<file path="src/rtl/lsu_pkg.sv">
// Shared encodings and helpers for the load/store bus sequencer.
package lsu_pkg;

  localparam logic [1:0] SZ_BYTE = 2'd0;
  localparam logic [1:0] SZ_HALF = 2'd1;
  localparam logic [1:0] SZ_WORD = 2'd2;
  localparam logic [1:0] SZ_ILL  = 2'd3;

  typedef enum logic [1:0] {
    IDLE = 2'd0,
    REQ  = 2'd1,
    WAIT = 2'd2,
    RESP = 2'd3
  } state_e;

  function automatic logic [3:0] be_from_size(input logic [1:0] size, input logic [1:0] addr_lo);
    case (size)
      SZ_BYTE: return 4'b0001 << addr_lo;
      SZ_HALF: return addr_lo[1] ? 4'b1100 : 4'b0011;
      SZ_WORD: return 4'b1111;
      default: return 4'b0000;
    endcase
  endfunction

  function automatic logic is_misaligned(input logic [1:0] size, input logic [1:0] addr_lo);
    return ((size == SZ_HALF) && addr_lo[0]) || ((size == SZ_WORD) && (addr_lo != 2'b00));
  endfunction

endpackage

</file>
<file path="src/rtl/lsu_load_extract.sv">
// Picks the addressed byte/half out of a bus read word and sign/zero extends it;
// the inverse of the upstream store-data lane replication.
module lsu_load_extract (
  input  logic [31:0] i_rdata,
  input  logic [1:0]  i_size,
  input  logic [1:0]  i_addr_lo,
  input  logic        i_unsigned,
  output logic [31:0] o_data
);
  import lsu_pkg::*;

  logic [7:0]  w_byte;
  logic [15:0] w_half;

  // NOTE: every signal gets a default before the case so no path leaves it unassigned and infers a latch.
  always_comb begin
    w_byte = 8'h00;
    w_half = i_addr_lo[1] ? i_rdata[31:16] : i_rdata[15:0];
    o_data = 32'h0000_0000;
    case (i_addr_lo)
      2'd0: w_byte = i_rdata[7:0];
      2'd1: w_byte = i_rdata[15:8];
      2'd2: w_byte = i_rdata[23:16];
      2'd3: w_byte = i_rdata[31:24];
      default: w_byte = 8'h00;
    endcase
    case (i_size)
      SZ_BYTE: o_data = {{24{w_byte[7] & ~i_unsigned}}, w_byte};
      SZ_HALF: o_data = {{16{w_half[15] & ~i_unsigned}}, w_half};
      SZ_WORD: o_data = i_rdata;
      default: o_data = 32'h0000_0000;
    endcase
  end

endmodule

</file>
<file path="src/rtl/lsu_bus_ctrl.sv">
// Single-outstanding load/store bus sequencer with response watchdog.
// Define MISALIGN_TRAP_EN to reject misaligned half/word accesses without touching the bus.
module lsu_bus_ctrl #(
  parameter int unsigned TIMEOUT_CYCLES = 255,
  parameter int unsigned CNT_W          = 8
) (
  input  logic        clk,
  input  logic        rst,
  input  logic        req_valid,
  output logic        req_ready,
  input  logic        req_we,
  input  logic [1:0]  req_size,
  input  logic        req_unsigned,
  input  logic [31:0] req_addr,
  input  logic [31:0] req_wdata,
  output logic        mem_req,
  input  logic        mem_gnt,
  output logic [31:0] mem_addr,
  output logic        mem_we,
  output logic [3:0]  mem_be,
  output logic [31:0] mem_wdata,
  input  logic        mem_rvalid,
  input  logic [31:0] mem_rdata,
  output logic        resp_valid,
  input  logic        resp_ready,
  output logic [31:0] resp_rdata,
  output logic        resp_err
);
  import lsu_pkg::*;

  localparam logic             LP_TO_EN   = (TIMEOUT_CYCLES != 0);
  localparam logic [CNT_W-1:0] LP_TIMEOUT = CNT_W'(TIMEOUT_CYCLES);

  state_e             r_state;
  logic [31:0]        r_addr;
  logic [1:0]         r_size;
  logic               r_we;
  logic               r_unsigned;
  logic [31:0]        r_wdata;
  logic [3:0]         r_be;
  logic [CNT_W-1:0]   r_cnt;
  logic [31:0]        r_resp_rdata;
  logic               r_resp_err;

  logic               w_misalign;
  logic               w_reject;
  logic [CNT_W-1:0]   w_cnt_inc;
  logic               w_timeout;
  logic [31:0]        w_load_data;

`ifdef MISALIGN_TRAP_EN
  assign w_misalign = is_misaligned(req_size, req_addr[1:0]);
`else
  assign w_misalign = 1'b0;
`endif

  assign w_reject  = (req_size == SZ_ILL) || w_misalign;
  assign w_cnt_inc = r_cnt + CNT_W'(1);
  // Timeout fires on the cycle whose increment would reach the limit, so WAIT lasts exactly TIMEOUT_CYCLES.
  assign w_timeout = LP_TO_EN && (w_cnt_inc == LP_TIMEOUT);

  lsu_load_extract u_extract (
    .i_rdata    (mem_rdata),
    .i_size     (r_size),
    .i_addr_lo  (r_addr[1:0]),
    .i_unsigned (r_unsigned),
    .o_data     (w_load_data)
  );

  // NOTE: non-blocking assignments so every register samples the pre-edge values of the others.
  always_ff @(posedge clk or posedge rst) begin
    if (rst) begin
      r_state      <= IDLE;
      r_addr       <= 32'h0;
      r_size       <= SZ_BYTE;
      r_we         <= 1'b0;
      r_unsigned   <= 1'b0;
      r_wdata      <= 32'h0;
      r_be         <= 4'h0;
      r_cnt        <= '0;
      r_resp_rdata <= 32'h0;
      r_resp_err   <= 1'b0;
    end else begin
      case (r_state)
        IDLE: begin
          if (req_valid) begin
            r_addr     <= req_addr;
            r_size     <= req_size;
            r_we       <= req_we;
            r_unsigned <= req_unsigned;
            r_wdata    <= req_wdata;
            r_be       <= be_from_size(req_size, req_addr[1:0]);
            if (w_reject) begin
              r_state      <= RESP;
              r_resp_err   <= 1'b1;
              r_resp_rdata <= 32'h0;
            end else begin
              r_state <= REQ;
            end
          end
        end
        REQ: begin
          if (mem_gnt) r_state <= WAIT;
        end
        WAIT: begin
          // A response arriving on the timeout cycle still wins.
          if (mem_rvalid) begin
            r_state      <= RESP;
            r_cnt        <= '0;
            r_resp_err   <= 1'b0;
            r_resp_rdata <= r_we ? 32'h0 : w_load_data;
          end else if (w_timeout) begin
            r_state      <= RESP;
            r_cnt        <= '0;
            r_resp_err   <= 1'b1;
            r_resp_rdata <= 32'h0;
          end else begin
            r_cnt <= w_cnt_inc;
          end
        end
        RESP: begin
          if (resp_ready) r_state <= IDLE;
        end
        default: r_state <= IDLE;
      endcase
    end
  end

  assign req_ready  = (r_state == IDLE);
  assign mem_req    = (r_state == REQ);
  assign mem_addr   = {r_addr[31:2], 2'b00};
  assign mem_we     = mem_req & r_we;
  assign mem_be     = mem_req ? r_be : 4'h0;
  assign mem_wdata  = r_wdata;
  assign resp_valid = (r_state == RESP);
  assign resp_rdata = r_resp_rdata;
  assign resp_err   = r_resp_err;

endmodule

</file>
<file path="config.mk">
export PLATFORM = sky130hd
export DESIGN_NAME = lsu_bus_ctrl
export DESIGN_NICKNAME = d
export VERILOG_FILES = /design/src/rtl/lsu_pkg.sv /design/src/rtl/lsu_load_extract.sv /design/src/rtl/lsu_bus_ctrl.sv
export SDC_FILE = /design/constraint.sdc
export NUM_CORES = 1
export LEC_CHECK = 0
export BUFFER_PORTS_ARGS = -buffer_cell sky130_fd_sc_hd__buf_2
export CAP_MARGIN = 0
export CORE_ASPECT_RATIO = 1.2
export CORE_MARGIN = 2
export CORE_UTILIZATION = 50
export CTS_BUF_LIST = sky130_fd_sc_hd__clkbuf_2 sky130_fd_sc_hd__clkbuf_4 sky130_fd_sc_hd__clkbuf_8
export CTS_CLUSTER_SIZE = 24
export DETAILED_ROUTE_END_ITERATION = 8
export PLACE_DENSITY = 0.85
export SLEW_MARGIN = 20
export SYNTH_ARGS = -nofsm -noshare
export SYNTH_HDL_FRONTEND = slang
export SYNTH_SLANG_ARGS = --single-unit
</file>
<file path="constraint.sdc">
create_clock -name clk -period 4.05 [get_ports clk]
set_input_delay 0.2025 -clock clk [delete_from_list [all_inputs] [get_ports clk]]
set_output_delay 0.2025 -clock clk [all_outputs]
set_load 0.01 [all_outputs]
</file>
==> metrics.csv <==
stage,metric,value,unit
global_routing,grt-ovfl-total,0,
synth,synth_top_cells_by_area,"dfrtp_1 50%, mux2_2 14%, buf_4 4.5%, o31ai_1 3.4%, nand2_1 3.2%",
finish,nets,821,
placed_design,globalplace.congestion,0.9188,
routing,vias,4725,
power_and_ir_drop,leakage,3.615,nW
setup_path,reg2regPathDepth,7,
placed_design,placed_area,6690,sq um
synth,synth_cell_types,55,
global_routing,first_global_vias,4870,
finish,area_delta_synth_final,31.01,%
clock_network,clk_pin_slew,0.07,ns
timing,finalSetupViolations,0,
synth,synth.most_common_cell,dfrtp_1,
global_routing,grt_use_met3,0.07458,
routing,routed_wl,15050,um
synth,synth_commonest_cells,"115 x dfrtp_1, 74 x mux2_2, 50 x nand2_1",
finish,multiInputGateArea,2482,sq um
global_routing,grt_use_met1,0.2934,
finish,fin_area,7601,sq um
synth,synth_top_area_share,0.4960,
timing,final_max_slew_viol_count,0,
floorplanning,die-area,12480,sq um
timing,fin_crit_sh,0.6690,
synth,avgSynthCellArea,11.72,sq um
finish,drive_gt1_frac,0.4771,
global_routing,grt_util_met2,0.4149,
floorplanning,initial_utilization,0.5063,
floorplanning,rows,43,
clock_network,cts-root-buf,clkbuf_8,
power_and_ir_drop,power_density,717.5,nW/um^2
synth,yosys_warnings,0,
clock_network,htree_levels,4,
power_and_ir_drop,ir_worst_vdd,0.0004448,V
global_routing,grt_max_degree,74,
clock_network,cts-resized-gates,0,
global_routing,antenna_found_initial,1,
setup_path,cp-end-kind,flop,
floorplanning,pin_count,211,
routing,vias_per_cell,5.375,
timing,finClkSkew,0.01359,ns
floorplanning,fp.dieH,122,um
floorplanning,core_area,11460,sq um
floorplanning,die_x,102.3,um
setup_path,crit_arrival,3.04,ns
job,cap_violations,0,
clock_network,clock_latency,0.41,ns
setup_path,crit_type,flop to flop,
timing,setup_slack,1.340,ns
min_path,worstHoldPathType,primary input to flop,
finish,fillers,827,
min_path,hold_path_depth,2,
placed_design,dp_slack,1.385,ns
placed_design,io_buffer_count,208,
routing,drt_iter0_drc,229,
clock_network,clock_path_buffers,2,
setup_path,path_max_fanout,26,
synth,ys.flop_type,dfrtp_1,
synth,synth_area_leader_cell,dfrtp_1,
synth,ys_ff_latch,115,
timing,tns,0,ns
synth,synth-edff-count,0,
routing,drtAntennaViolNets,0,
timing,rsz0062_at_grt,false,
placed_design,detailed_place_hpwl,10230,um
clock_network,cts_buffers,17,
finish,finish.utilization,0.6633,
clock_network,clock-sinks,115,
setup_path,required,4.38,ns
global_routing,gr-usage-all-layers,0.2489,
synth,synth_area,5802,sq um
clock_network,cts_tree,yes,
setup_path,startpoint_type,flop,
global_routing,top_usage_layer,met2,
routing,detail_route.wl_per_cell,17.12,um
timing,fin_crit,2.710,ns
global_routing,grt_pass1_wl,23820,um
timing,tightest_slew,0.9627,ns
finish,regArea,2878,sq um
synth,synth.yosys.seq_area_share,0.4960,
synth,syn_inst,495,
routing,drt_drc_violations_left,0,
synth,async_reset_ff_frac,1.000,
status,status,completed,
timing,relSlewSlack,0.3582,
timing,clock.fmax,0.3691,GHz
routing,dr.pass1.iters,5,
timing,final-hold-violation-count,0,
## cells by family (layout without fill, tap and decap cells)
group           Yosys count  in the layout  share of synthesized area
mux                      95             95                     0.1980
fa+ha+maj                 6              6                    0.01294
flops                   115            115                     0.4960
other cells               1              3                  0.0006463
buf+inv                  77            302                    0.07721
compound gates          109            109                     0.1408
simple gates             92             92                    0.07440
## worst paths after layout
check,startpoint,slack [ns],to
worst max register to register,r_state[0],1.34,resp_rdata[5]
min in group asynchronous,rst,0.54,r_addr[11]
worst min-delay path,req_addr[5],0.03,r_addr[5]
max in group asynchronous,rst,2.40,mem_wdata[20]
worst min register to register,resp_rdata[25],0.48,resp_rdata[25]
worst max-delay path,r_state[0],1.34,resp_rdata[5]
## through the flow
stage,total power [mW],hold slack [ns],instances
after global routing,5.800,0.001850,879
final,5.454,0.03216,879
after global placement,4.093,0.4315,802
after floorplan,3.676,0.3531,496
after detailed placement,4.197,0.4380,802
after CTS,5.459,0.0009054,877
## layout make-up
cell class | instances | share of cell area
inverters | 12 | 0.006255
repair buffers | 259 | 0.2021
diodes | 1 | 0.0003292
multi-input cells | 304 | 0.3266
flip-flops and latches | 115 | 0.3786
clock buffers | 23 | 0.04082
clock inverters | 8 | 0.01942
well taps | 157 | 0.02584
## worst max-delay path, stage by stage, from the launching register on
cell and delay (ns):
dfrtp_1 0.42, inv_1 0.11, ha_1 0.48, nand2_1 0.16
a211o_1 0.61, nor2b_1 0.52, a21oi_1 0.13, o21ai_0 0.18
## flip-flops by register name (all words and copies together) (netlist names)
name,cells
r_addr,32
r_unsigned,1
r_we,1
r_size,2
r_be,4
r_state,2
r_cnt,8
mem_wdata,32
resp_err,1
resp_rdata,32
## placed cells by master (no fill, tap or decap), drive strengths merged, types with 3 or more instances in the layout
cell type,Yosys,routed
mux2,75,75
clkinvlp,0,3
nand2,51,51
nor2b,3,3
clkbuf,21,23
or3,3,3
dlygate4sd3,0,45
mux2i,12,12
bufinv,0,4
o31ai,27,27
inv,11,11
o21ai,17,17
mux4,8,8
buf,44,214
a21oi,28,28
o2bb2ai,4,4
ha,6,6
nor2,15,15
a211oi,8,8
nand3,6,6
a221oi,10,10
dfrtp,115,115
and2,5,5
## routing by layer
metal,vias up,wire (um),part of all wire
li1,2180,-,-
met1,2294,5818,0.39
met2,211,7716,0.51
met3,40,1058,0.070
met4,0,457,0.030
met5,-,0,0
## power by group
part           total, mW  leakage (nW)  switching (mW)  internal [mW]
registers           1.98          1.43           0.368           1.61
clock network       1.21         0.224           0.450          0.757
logic               2.27          1.96            1.17           1.09
## timing repair
action | CTS | global route
endpoints found under the setup margin | 0 | 0
endpoints found under the hold margin | 44 | 1
buffers inserted | 0 | 0
hold buffers | 44 | 1
(Power assumes the default switching activity.)
